**src/rtl/load_sequencer.sv**
```systemverilog
// load_sequencer: drives NUM_STEPS one-hot register-load strobes in order
// after a start request, each held STEP_CYCLES cycles, with busy/done/abort.
//
// Ports:
//   clk   - system clock, rising edge
//   rst   - synchronous active-high reset
//   start - request a run (sampled in IDLE, and in DONE with auto-restart)
//   abort - terminate a run in progress (LOAD only)
//   ld    - one-hot load strobes, ld[0] first
//   step  - index of the active strobe, 0 outside LOAD
//   busy  - high while strobing
//   done  - one-cycle pulse after the last strobe
//
// Optional feature: define LOAD_SEQ_AUTO_RESTART_EN to let DONE accept
// start and go straight back to LOAD.
module load_sequencer #(
    parameter int NUM_STEPS   = 3,
    parameter int STEP_CYCLES = 1,
    localparam int SW = (NUM_STEPS > 1) ? $clog2(NUM_STEPS) : 1,
    localparam int CW = (STEP_CYCLES > 1) ? $clog2(STEP_CYCLES) : 1
) (
    input  logic                 clk,
    input  logic                 rst,
    input  logic                 start,
    input  logic                 abort,
    output logic [NUM_STEPS-1:0] ld,
    output logic [SW-1:0]        step,
    output logic                 busy,
    output logic                 done
);

    typedef enum logic [1:0] {
        IDLE = 2'd0,
        LOAD = 2'd1,
        DONE = 2'd2
    } state_t;

    localparam logic [SW-1:0] LAST_STEP = SW'(NUM_STEPS - 1);
    localparam logic [CW-1:0] LAST_CNT  = CW'(STEP_CYCLES - 1);

    state_t          state_q, state_d;
    logic [SW-1:0]   step_q, step_d;
    logic [CW-1:0]   cnt_q, cnt_d;
    logic            go;

    // A start only counts when abort is not asserted at the same edge.
    assign go = start && !abort;

    always_comb begin
        state_d = state_q;
        step_d  = step_q;
        cnt_d   = cnt_q;
        unique case (state_q)
            IDLE: begin
                if (go) begin
                    state_d = LOAD;
                    step_d  = '0;
                    cnt_d   = '0;
                end
            end
            LOAD: begin
                if (abort) begin
                    state_d = IDLE;
                    step_d  = '0;
                    cnt_d   = '0;
                end else if (cnt_q == LAST_CNT) begin
                    cnt_d = '0;
                    if (step_q == LAST_STEP) begin
                        state_d = DONE;
                        step_d  = '0;
                    end else begin
                        step_d = step_q + SW'(1);
                    end
                end else begin
                    cnt_d = cnt_q + CW'(1);
                end
            end
            DONE: begin
`ifdef LOAD_SEQ_AUTO_RESTART_EN
                if (go) begin
                    state_d = LOAD;
                end else begin
                    state_d = IDLE;
                end
`else
                state_d = IDLE;
`endif
                step_d = '0;
                cnt_d  = '0;
            end
            default: begin
                state_d = IDLE;
                step_d  = '0;
                cnt_d   = '0;
            end
        endcase
    end

    always_ff @(posedge clk) begin
        if (rst) begin
            state_q <= IDLE;
            step_q  <= '0;
            cnt_q   <= '0;
        end else begin
            state_q <= state_d;
            step_q  <= step_d;
            cnt_q   <= cnt_d;
        end
    end

    // Outputs are flopped from the next-state values so that they line
    // up with the state register and never see a combinational input path.
    always_ff @(posedge clk) begin
        if (rst) begin
            ld   <= '0;
            busy <= 1'b0;
            done <= 1'b0;
        end else begin
            ld   <= (state_d == LOAD) ? (NUM_STEPS'(1) << step_d) : '0;
            busy <= (state_d == LOAD);
            done <= (state_d == DONE);
        end
    end

    assign step = step_q;

endmodule

```
**config.mk**
```make
export PLATFORM = sky130hd
export DESIGN_NAME = load_sequencer
export DESIGN_NICKNAME = d
export VERILOG_FILES = /design/src/rtl/load_sequencer.sv
export SDC_FILE = /design/constraint.sdc
export NUM_CORES = 1
export LEC_CHECK = 0
export BUFFER_PORTS_ARGS = -buffer_cell sky130_fd_sc_hd__buf_2
export CAP_MARGIN = 30
export CORE_AREA = 2 2 39 41
export CTS_CLUSTER_DIAMETER = 120
export DETAILED_ROUTE_END_ITERATION = 8
export DIE_AREA = 0 0 41 43
export HOLD_SLACK_MARGIN = 0.15
export PLACE_DENSITY = 0.49
export SLEW_MARGIN = 25
export SYNTH_ARGS = -nofsm -noshare
export SYNTH_HDL_FRONTEND = slang
export SYNTH_SLANG_ARGS = --single-unit
```
**constraint.sdc**
```tcl
create_clock -name clk -period 2.8 [get_ports clk]
set_input_delay 0.28 -clock clk [delete_from_list [all_inputs] [get_ports clk]]
set_output_delay 0.28 -clock clk [all_outputs]
set_load 0.005 [all_outputs]
```
==> summary.txt, run 1 <==
Outcome
  – Outcome: finished clean

Logic synthesis
  – Syn Inst Count: 30
  – Synthesis Warnings: 0
  – Syn_nets: 34
  – Mapped cell area: approximately 320 µm²
  – Register area share after synthesis: 0.565
  – Synth cell types: 14
  – Avg Cell Area, Syn: 10.6 µm²
  – Synth top area cells: dfxtp_1 56%, a32oi_1 5.5%, nor2_1 4.7%
  – Share of the synthesized area in the top cell type: 0.565
  – #FFs+latches synth: 9
  – Largest area contributor in the netlist: dfxtp_1

Layout
  – Fraction of layout cells with a size suffix above 1: 0.341
  – Area growth from synthesis to layout: 30.2%
  – Layout Nets: a little under 50
  – Commonest non-fill, non-tap cell in the layout: buf_2
  – Post-route core utilization: 0.300
  – Commonest non-fill, non-tap cells in the layout: 10 x buf_2, 9 x dfxtp_1, 4 x nor2_1
  – # fillers: 159
  – Inserted Diodes: 0

Power
  – LEAKAGE: between 0.15 and 0.2 nW
  – Peak supply drop: 0.221 mV
  – Pwr Total: approximately 0.25 mW
  – PwrDens: 592 nW/µm²

Worst setup path
  – Worst Setup End Kind: flop
  – Worst Path Max Fanout: 6
  – Startpoint type of the worst setup path: flop
  – Critical Path, Cell by Cell: or2_1 -> a2111o_1 -> nor4b_2
  – CP Data Required Time: slightly below 3 ns
  – Slowest stage cell, crit path: a2111o_1
  – CP peak stage delay: a little over 0.4 ns
  – WP data arrival: approximately 1.6 ns
  – Type of the worst setup path: flop to flop

CTS
  – Postcts setup bufs: 0
  – H-tree depth: 1
  – Clk Latency, worst-skew pair: around 0.26 ns
  – Hold bufs inserted after CTS: 0
  – CTS Root Cell: clkbuf_4
  – Clock Path Buffers: 2
  – CTS tree: done
  – CTS buffer count: 3
  – Clock sinks: 9
  – Clk slew on worst S/H paths: roughly 0.06 ns
  – Post-cts gate resize count: 0

Placed design
  – Port buffer count: 10
  – Routability cong.: between 0.6 and 0.7
  – HPWL Detailed: between 400 and 500 µm

STA
  – RSZ-0062 raised after global routing: no
  – Final hold violations: 0
  – Worst Skew: 0.00447 ns
  – Setup violations, final: 0
  – Final period util: 0.505
  – Slew headroom: 0.761
  – Tmin final: approximately 1.4 ns
  – Worst Hold Slack: between 0.15 and 0.2 ns
  – Final Max Slew Viols: 0
  – Fin Setup TNS: 0 ns
  – Fmax achieved: 707 MHz
  – Worst-margin pin slew: between 0.3 and 0.4 ns

Drt
  – DRC: 0
  – Drt pass-1 iters: 4
  – Vias: 260
  – Routed length per instance: a little under 10 µm
  – Detail Route Antenna Nets: 0
  – Routed WL: approximately 600 µm
  – Number of DRC markers in iteration 0: 3
  – Vias per inst: 4.33

GRT
  – GRT overflow: 0
  – Pin count of the biggest net entering global routing: 7
  – Total GRT Usage: 0.0979
  – Vias in the first global route: roughly 270
  – Initial antenna violation count: 0
  – First-pass GRT wire length: roughly 1.1 mm

Floorplan
  – Initial core utilization: 0.231
  – Num rows: 14
  – # IOs: 11
  – Die area: approximately 1800 µm²
  – Core Area: roughly 1400 µm²
  – Die Ht: 43 µm
  – Die W: a little over 40 µm

Job
  – Maxcap violations: 0

Min path
  – Hold Crit Class: primary input to flop
## synth_stat cells, drive strengths merged
| master | n |
|---|---|
| a2111o | 1 |
| a32oi | 2 |
| and2b | 1 |
| dfxtp | 9 |
| inv | 3 |
| nand2b | 2 |
| nor2 | 4 |
| nor2b | 1 |
| nor3 | 1 |
| nor3b | 1 |
| nor4 | 2 |
| nor4b | 1 |
| o211a | 1 |
| or2 | 1 |
## layer usage
metal,global-route usage,wire (µm)
met3,0.0628,45
met5,0,0
met4,0.0800,21
met1,0.111,268
met2,0.122,258
## report_power, final
group | internal [mW] | leakage [nW] | switching, mW
combinational | 0.00681 | 0.110 | 0.00734
sequential | 0.131 | 0.0731 | 0.00147
clock | 0.0549 | 0.0150 | 0.0446
total | 0.193 | 0.199 | 0.0535
## worst paths after layout
path / from / end / slack (ns) / cells past startpoint
setup / recovery: state_q[1] / ld[2] / 1.39 / 3
hold / removal: rst / step[0] / 0.20 / 2
setup reg to reg: state_q[1] / ld[2] / 1.39 / 3
hold reg to reg: step[1] / done / 0.53 / 2
## critical path, delay by kind of cell (launching register included)
family          cells  cell delay [ns]
simple gates        2             0.56
compound gates      1             0.41
flops               1             0.36
## flip-flops by register name, summed over array words and instances, names as in the netlist
register and flops:
step 2, done 1, ld 3, state_q 2, busy 1
## cell type report
class / count / area, µm² / share of cell area
multi-input cells: 18 / 128 / 0.307
well taps: 16 / 20.0 / 0.0482
flip-flops and latches: 9 / 180 / 0.434
inverters: 3 / 11.3 / 0.0271
repair buffers: 10 / 50.0 / 0.120
clock buffers: 4 / 26.3 / 0.0633
## kinds of logic (layout without fill, tap and decap cells)
family | Yosys count | in the layout | share of synthesized area
and+or+nand+nor | 14 | 14 | 0.278
AOI/OAI and AO/OA | 4 | 4 | 0.122
buffers and inverters | 3 | 17 | 0.0353
DFF | 9 | 9 | 0.565
## metrics by stage
step	std cells	setup slack, ns	instance area, µm²
finish	60	1.39	415
global placement	56	1.43	389
global route	60	1.31	415
floorplan	30	1.51	319
detailed placement	56	1.40	389
CTS	60	1.38	415
No activity file was read; power rests on OpenSTA's default activity.
==> run 2, diff against run 1 <==
--- a/config.mk
+++ b/config.mk
@@ -12,7 +12,7 @@
 export DETAILED_ROUTE_END_ITERATION = 8
 export DIE_AREA = 0 0 41 43
 export HOLD_SLACK_MARGIN = 0.15
-export PLACE_DENSITY = 0.49
+export PLACE_DENSITY = 0.51
 export SLEW_MARGIN = 25
 export SYNTH_ARGS = -nofsm -noshare
 export SYNTH_HDL_FRONTEND = slang
==> constraint.sdc (replaced) <==
create_clock -name clk -period 1.2 [get_ports clk]
set_input_delay 0.12 -clock clk [delete_from_list [all_inputs] [get_ports clk]]
set_output_delay 0.12 -clock clk [all_outputs]
set_load 0.005 [all_outputs]
==> summary.txt, run 2 (synthesized netlist as in run 1, its figures left out) <==
Outcome
  – Outcome: complete, but fails checks
  – Violated checks: negative setup slack

Drt
  – DRC: 0 (unchanged)
  – Routed WL: 677 µm (+14%)
  – Vias per inst: 4.25 (-2.0%)
  – Vias: 293 (+13%)
  – Max Used Layer: met3
  – Number of DRC markers in iteration 0: 3 (unchanged)
  – Detail Route Antenna Nets: 0 (unchanged)
  – Routed length on met3: 51 µm (+13%)
  – Drt pass-1 iters: 3 (-1)
  – Routed length per instance: 9.81 µm (-0.73%)
  – Metal-1 WL: 301 µm (+12%)
  – DR WL met2: 325 µm (+26%)

Min path
  – Hold path startpoint: abort
  – Hold Crit Endpoint: ld[1]
  – Worst hold path depth: 3 (+1)
  – Hold Crit Class: primary input to flop

STA
  – Final hold violations: 0 (unchanged)
  – Fmax achieved: 811 MHz (+15%)
  – Tmin final: 1.23 ns (-0.180 ns)
  – Final period util: 1.03 (+0.523)
  – Worst-margin pin slew: 0.382 ns (+0.0225 ns)
  – Setup violations, final: 1 (+1)
  – Worst Skew: 0.00260 ns (-0.00188 ns)
  – Setup slack after layout: -0.0335 ns (-1.42 ns)
  – RSZ-0062 raised after global routing: yes
  – Final Max Slew Viols: 0 (unchanged)
  – Slew headroom: 0.745 (-0.0150)
  – Fin Setup TNS: -0.0335 ns (-0.0335 ns)

Worst setup path
  – Crit path buffers/inverters: 0 (unchanged)
  – Worst Setup End Kind: flop
  – Worst Path Max Fanout: 4 (-2)
  – CP Data Required Time: 1.37 ns (-1.60 ns)
  – Startpoint type of the worst setup path: flop
  – WP data arrival: 1.40 ns (-0.18 ns)
  – Cells on worst reg2reg path: 3 (unchanged)
  – Reg-to-reg startpoint: state_q[1]
  – Reg2reg end: ld[2]
  – CP peak stage delay: 0.35 ns (-0.06 ns)
  – R2R setup slack: -0.03 ns (-1.42 ns)
  – CP top delay family: simple AND/OR/NAND/NOR gates
  – Slowest stage cell, crit path: a2111o_1
  – Critical Path, Cell by Cell: or2_1 -> a2111o_1 -> nor4b_2
  – Type of the worst setup path: flop to flop

Power
  – LEAKAGE: 0.246 nW (+24%)
  – PwrDens: 1140 nW/µm² (+93%)
  – Peak supply drop: 0.558 mV (+150%)

GRT
  – Initial antenna violation count: 0 (unchanged)
  – Pin count of the biggest net entering global routing: 6 (-1)
  – Vias in the first global route: 271 (-0.73%)
  – Total GRT Usage: 0.0926 (-0.00523)
  – First-pass GRT wire length: 1.08 mm (-1.3%)
  – GRT overflow: 0 (unchanged)

Floorplan
  – Die W: 41 µm (unchanged)
  – Core Area: 1380 µm² (unchanged)
  – # IOs: 11 (unchanged)
  – Initial core utilization: 0.231 (unchanged)
  – Num rows: 14 (unchanged)
  – Die area: 1760 µm² (unchanged)
  – Die Ht: 43 µm (unchanged)

Placed design
  – Dpl cells: 61 (+8.9%)
  – HPWL Detailed: 468 µm (+3.0%)
  – Place WS: -0.0365 ns (-1.43 ns)
  – Port buffer count: 10 (unchanged)
  – Routability cong.: 0.727 (+10%)

Layout
  – Post-route core utilization: 0.364 (+0.0642)
  – Layout Nets: 58 (+18%)
  – # fillers: 152 (-4.4%)
  – Fraction of layout cells with a size suffix above 1: 0.509 (+0.169)
  – Top reg by flops: ld
  – Inserted Diodes: 0 (unchanged)
  – Area growth from synthesis to layout: 58.0%
  – Finished Layout Cells: 69 (+15%)
  – Commonest non-fill, non-tap cell in the layout: buf_2
  – Max reg flops: 3 (unchanged)
  – Commonest non-fill, non-tap cells in the layout: 10 x buf_2, 7 x buf_4, 6 x dfxtp_1

CTS
  – Clock Path Buffers: 2 (unchanged)
  – CTS Root Cell: clkbuf_4
  – CTS buffer count: 3 (unchanged)
  – H-tree depth: 1 (unchanged)
  – Clock sinks: 9 (unchanged)
  – CTS tree: done
  – Clk Latency, worst-skew pair: 0.25 ns (about the same)
  – Clk slew on worst S/H paths: 0.05 ns (about the same)

Job
  – Maxcap violations: 0 (unchanged)
==> run 2: cell count changes in the layout (fill, tap and decap cells not counted) <==
cell,before,now
buf_4,0,7
dfxtp_1,9,6
dfxtp_2,0,3
dlygate4sd3_1,0,2
nor2b_1,1,0
nor2b_4,0,1
nor3b_1,1,0
nor3b_2,0,1
==> run 2: report_power, final <==
group	switching, mW	internal [mW]	total [mW]
combinational	0.0201	0.0279	0.0481
sequential	0.00419	0.306	0.310
clock	0.0915	0.127	0.219
total	0.116	0.461	0.577
==> run 2: stage by stage <==
stage | cell area, µm² | power (mW) | hold WS [ns]
after floorplan | 322 | 0.334 | 0.189
after global placement | 429 | 0.354 | 0.307
after detailed placement | 429 | 0.353 | 0.307
after CTS | 477 | 0.583 | 0.241
after global routing | 504 | 0.615 | 0.266
final | 504 | 0.577 | 0.258
==> run 2: metal layers <==
layer | global-route usage | vias up
li1 | - | 153
met1 | 0.114 | 131
met2 | 0.122 | 9
met3 | 0.0471 | 0
met4 | 0.0600 | 0
met5 | 0 | -
==> run 2: tightest hold or removal path: stages <==
cell      delay [ns]
buf_2           0.11
a2111o_1        0.17
nor2_1          0.05
==> run 2: final cells by class <==
type                    count  area (µm²)  share of cell area
flip-flops and latches      9         184               0.365
multi-input cells          18         140               0.278
repair buffers             19         123               0.243
clock buffers               4        26.3              0.0521
well taps                  16        20.0              0.0397
inverters                   3        11.3              0.0223
==> run 2: worst max-delay path by stage <==
stage | start | endpoint | slack (ns) | cells after the start
after global placement | state_q[1] | ld[2] | -0.006 | 3
final | state_q[1] | ld[2] | -0.03 | 3
after CTS | state_q[1] | ld[2] | -0.05 | 3
after floorplan | step[1] | ld[2] | -0.009 | 3
after detailed placement | step[0] | ld[2] | -0.04 | 3
after global routing | state_q[1] | ld[2] | -0.08 | 3
==> run 2: what timing repair did <==
action,CTS,global route
hold endpoints to repair,4,0
hold buffers,2,0
buffers inserted,0,2
setup endpoints to repair,2,3
gates resized for setup,1,3
==> run 3, diff against run 2 <==
==> constraint.sdc (replaced) <==
create_clock -name clk -period 1.2 [get_ports clk]
set_input_delay 0.36 -clock clk [delete_from_list [all_inputs] [get_ports clk]]
set_output_delay 0.36 -clock clk [all_outputs]
set_load 0.005 [all_outputs]
==> summary.txt, run 3 (synthesized netlist as in run 1, its figures left out) <==
Outcome
  – Outcome: complete, but fails checks
  – Violated checks: negative setup slack

Layout
  – Post-route core utilization: 0.400 (+0.0353)
  – Seq. cell area: 184 µm² (unchanged)
  – Layout Nets: 61 (+5.2%)
  – Commonest non-fill, non-tap cells in the layout: 12 x buf_4, 9 x buf_2, 6 x dfxtp_1
  – Top reg by flops: ld
  – Area taken by multi-input logic gates: 165 µm² (+18%)
  – Max reg flops: 3 (unchanged)
  – # fillers: 145 (-4.6%)
  – Fraction of layout cells with a size suffix above 1: 0.589 (+0.0799)
  – Commonest non-fill, non-tap cell in the layout: buf_4
  – Inserted Diodes: 0 (unchanged)
  – Finished Layout Cells: 72 (+4.3%)
  – Area growth from synthesis to layout: 73.3%

Worst setup path
  – CP Data Required Time: 1.37 ns (about the same)
  – Crit path buffers/inverters: 0 (unchanged)
  – CP peak stage delay: 0.34 ns (about the same)
  – Type of the worst setup path: flop to flop
  – Slowest stage cell, crit path: a2111o_1
  – Worst Path Max Fanout: 3 (-1)
  – WP data arrival: 1.42 ns (+0.02 ns)
  – CP top delay family: simple AND/OR/NAND/NOR gates
  – Worst Setup End Kind: flop
  – Setup crit start: state_q[1]
  – Critical Path, Cell by Cell: or2_1 -> a2111o_1 -> nor4b_2
  – Reg-to-reg startpoint: state_q[1]
  – Startpoint type of the worst setup path: flop

Drt
  – Drt pass-1 iters: 3 (unchanged)
  – Vias: 302 (+3.1%)
  – DRC: 0 (unchanged)
  – Detail Route Antenna Nets: 0 (unchanged)
  – Routed length per instance: 10.6 µm (+7.9%)
  – Routed WL: 762 µm (+13%)
  – Number of DRC markers in iteration 0: 2 (-1)
  – Vias per inst: 4.19 (-1.2%)

Floorplan
  – Die Ht: 43 µm (unchanged)
  – # IOs: 11 (unchanged)
  – Core Area: 1380 µm² (unchanged)
  – Die area: 1760 µm² (unchanged)
  – Num rows: 14 (unchanged)
  – Initial core utilization: 0.231 (unchanged)
  – Die W: 41 µm (unchanged)

Power
  – PwrDens: 1090 nW/µm² (-4.3%)
  – LEAKAGE: 0.266 nW (+8.0%)
  – Pwr Total: 0.606 mW (+5.0%)
  – Peak supply drop: 0.437 mV (-22%)

Placed design
  – Routability cong.: 0.783 (+7.8%)
  – HPWL Detailed: 543 µm (+16%)
  – Dpl cells: 67 (+9.8%)
  – Port buffer count: 10 (unchanged)

STA
  – Fmax achieved: 797 MHz (-1.7%)
  – Worst Skew: 0.00192 ns (-0.000679 ns)
  – Setup violations, final: 1 (unchanged)
  – Final Max Slew Viols: 0 (unchanged)
  – RSZ-0062 raised after global routing: yes
  – Final period util: 1.05 (+0.0173)
  – Worst-margin pin slew: 0.261 ns (-0.121 ns)
  – Slew headroom: 0.826 (+0.0808)
  – Tmin final: 1.25 ns (+0.0208 ns)
  – Setup slack after layout: -0.0543 ns (-0.0208 ns)
  – Final hold violations: 0 (unchanged)

CTS
  – CTS Root Cell: clkbuf_4
  – Clk slew on worst S/H paths: 0.06 ns (about the same)
  – Clk Latency, worst-skew pair: 0.26 ns (about the same)
  – Clock Path Buffers: 2 (unchanged)
  – Clock sinks: 9 (unchanged)
  – H-tree depth: 1 (unchanged)
  – CTS buffer count: 3 (unchanged)
  – CTS tree: done

GRT
  – Pin count of the biggest net entering global routing: 6 (unchanged)
  – Initial antenna violation count: 0 (unchanged)
  – Total GRT Usage: 0.112 (+0.0192)
  – First-pass GRT wire length: 1.21 mm (+13%)
  – Vias in the first global route: 300 (+11%)
  – GRT overflow: 0 (unchanged)

Min path
  – Hold Crit Class: primary input to flop
  – Hold path startpoint: rst

Job
  – Maxcap violations: 0 (unchanged)
==> run 3: worst paths after layout <==
path	to	slack, ns	cells after the start
setup / recovery	ld[2]	-0.05	3
setup reg to reg	ld[2]	-0.05	3
hold reg to reg	state_q[1]	0.60	2
hold / removal	step[0]	0.35	3
==> run 3: layer usage <==
metal | wire length (µm) | global-route usage | vias up
met5 | 0 | 0 | -
met4 | 8 | 0.120 | 0
li1 | - | - | 158
met1 | 324 | 0.127 | 135
met3 | 35 | 0.0314 | 2
met2 | 393 | 0.150 | 7
==> run 3: cell type report <==
type,count,share of cell area
flip-flops and latches,9,0.333
multi-input cells,18,0.299
repair buffers,22,0.265
clock buffers,4,0.0475
well taps,16,0.0362
inverters,3,0.0204
==> run 3: through the flow <==
step / TNS [ns] / hold WS [ns] / area, µm² / setup slack, ns
final: -0.0543 / 0.346 / 553 / -0.0543
after global routing: -0.204 / 0.342 / 553 / -0.107
after CTS: -0.0844 / 0.338 / 534 / -0.0731
after detailed placement: -0.549 / 0.532 / 472 / -0.166
after global placement: -0.494 / 0.535 / 472 / -0.128
after floorplan: -0.0346 / 0.432 / 319 / -0.0346
==> run 3: report_power, final <==
| group | internal, mW | total [mW] | switching, mW |
|---|---|---|---|
| Combinational | 0.0355 | 0.0621 | 0.0267 |
| Clock | 0.128 | 0.234 | 0.106 |
| Sequential | 0.305 | 0.309 | 0.00350 |
==> run 3: worst reg2reg max path, cell delays in order (launching register included) <==
cell      delay (ns)
dfxtp_2         0.33
or2_1           0.24
a2111o_1        0.34
nor4b_2         0.26
==> run 3: timing repair <==
action	CTS	global route
setup buffers	2	0
gates resized for setup	5	4
endpoints found under the hold margin	0	0
pin swaps	0	2
hold buffers	0	0
setup endpoints to repair	5	5
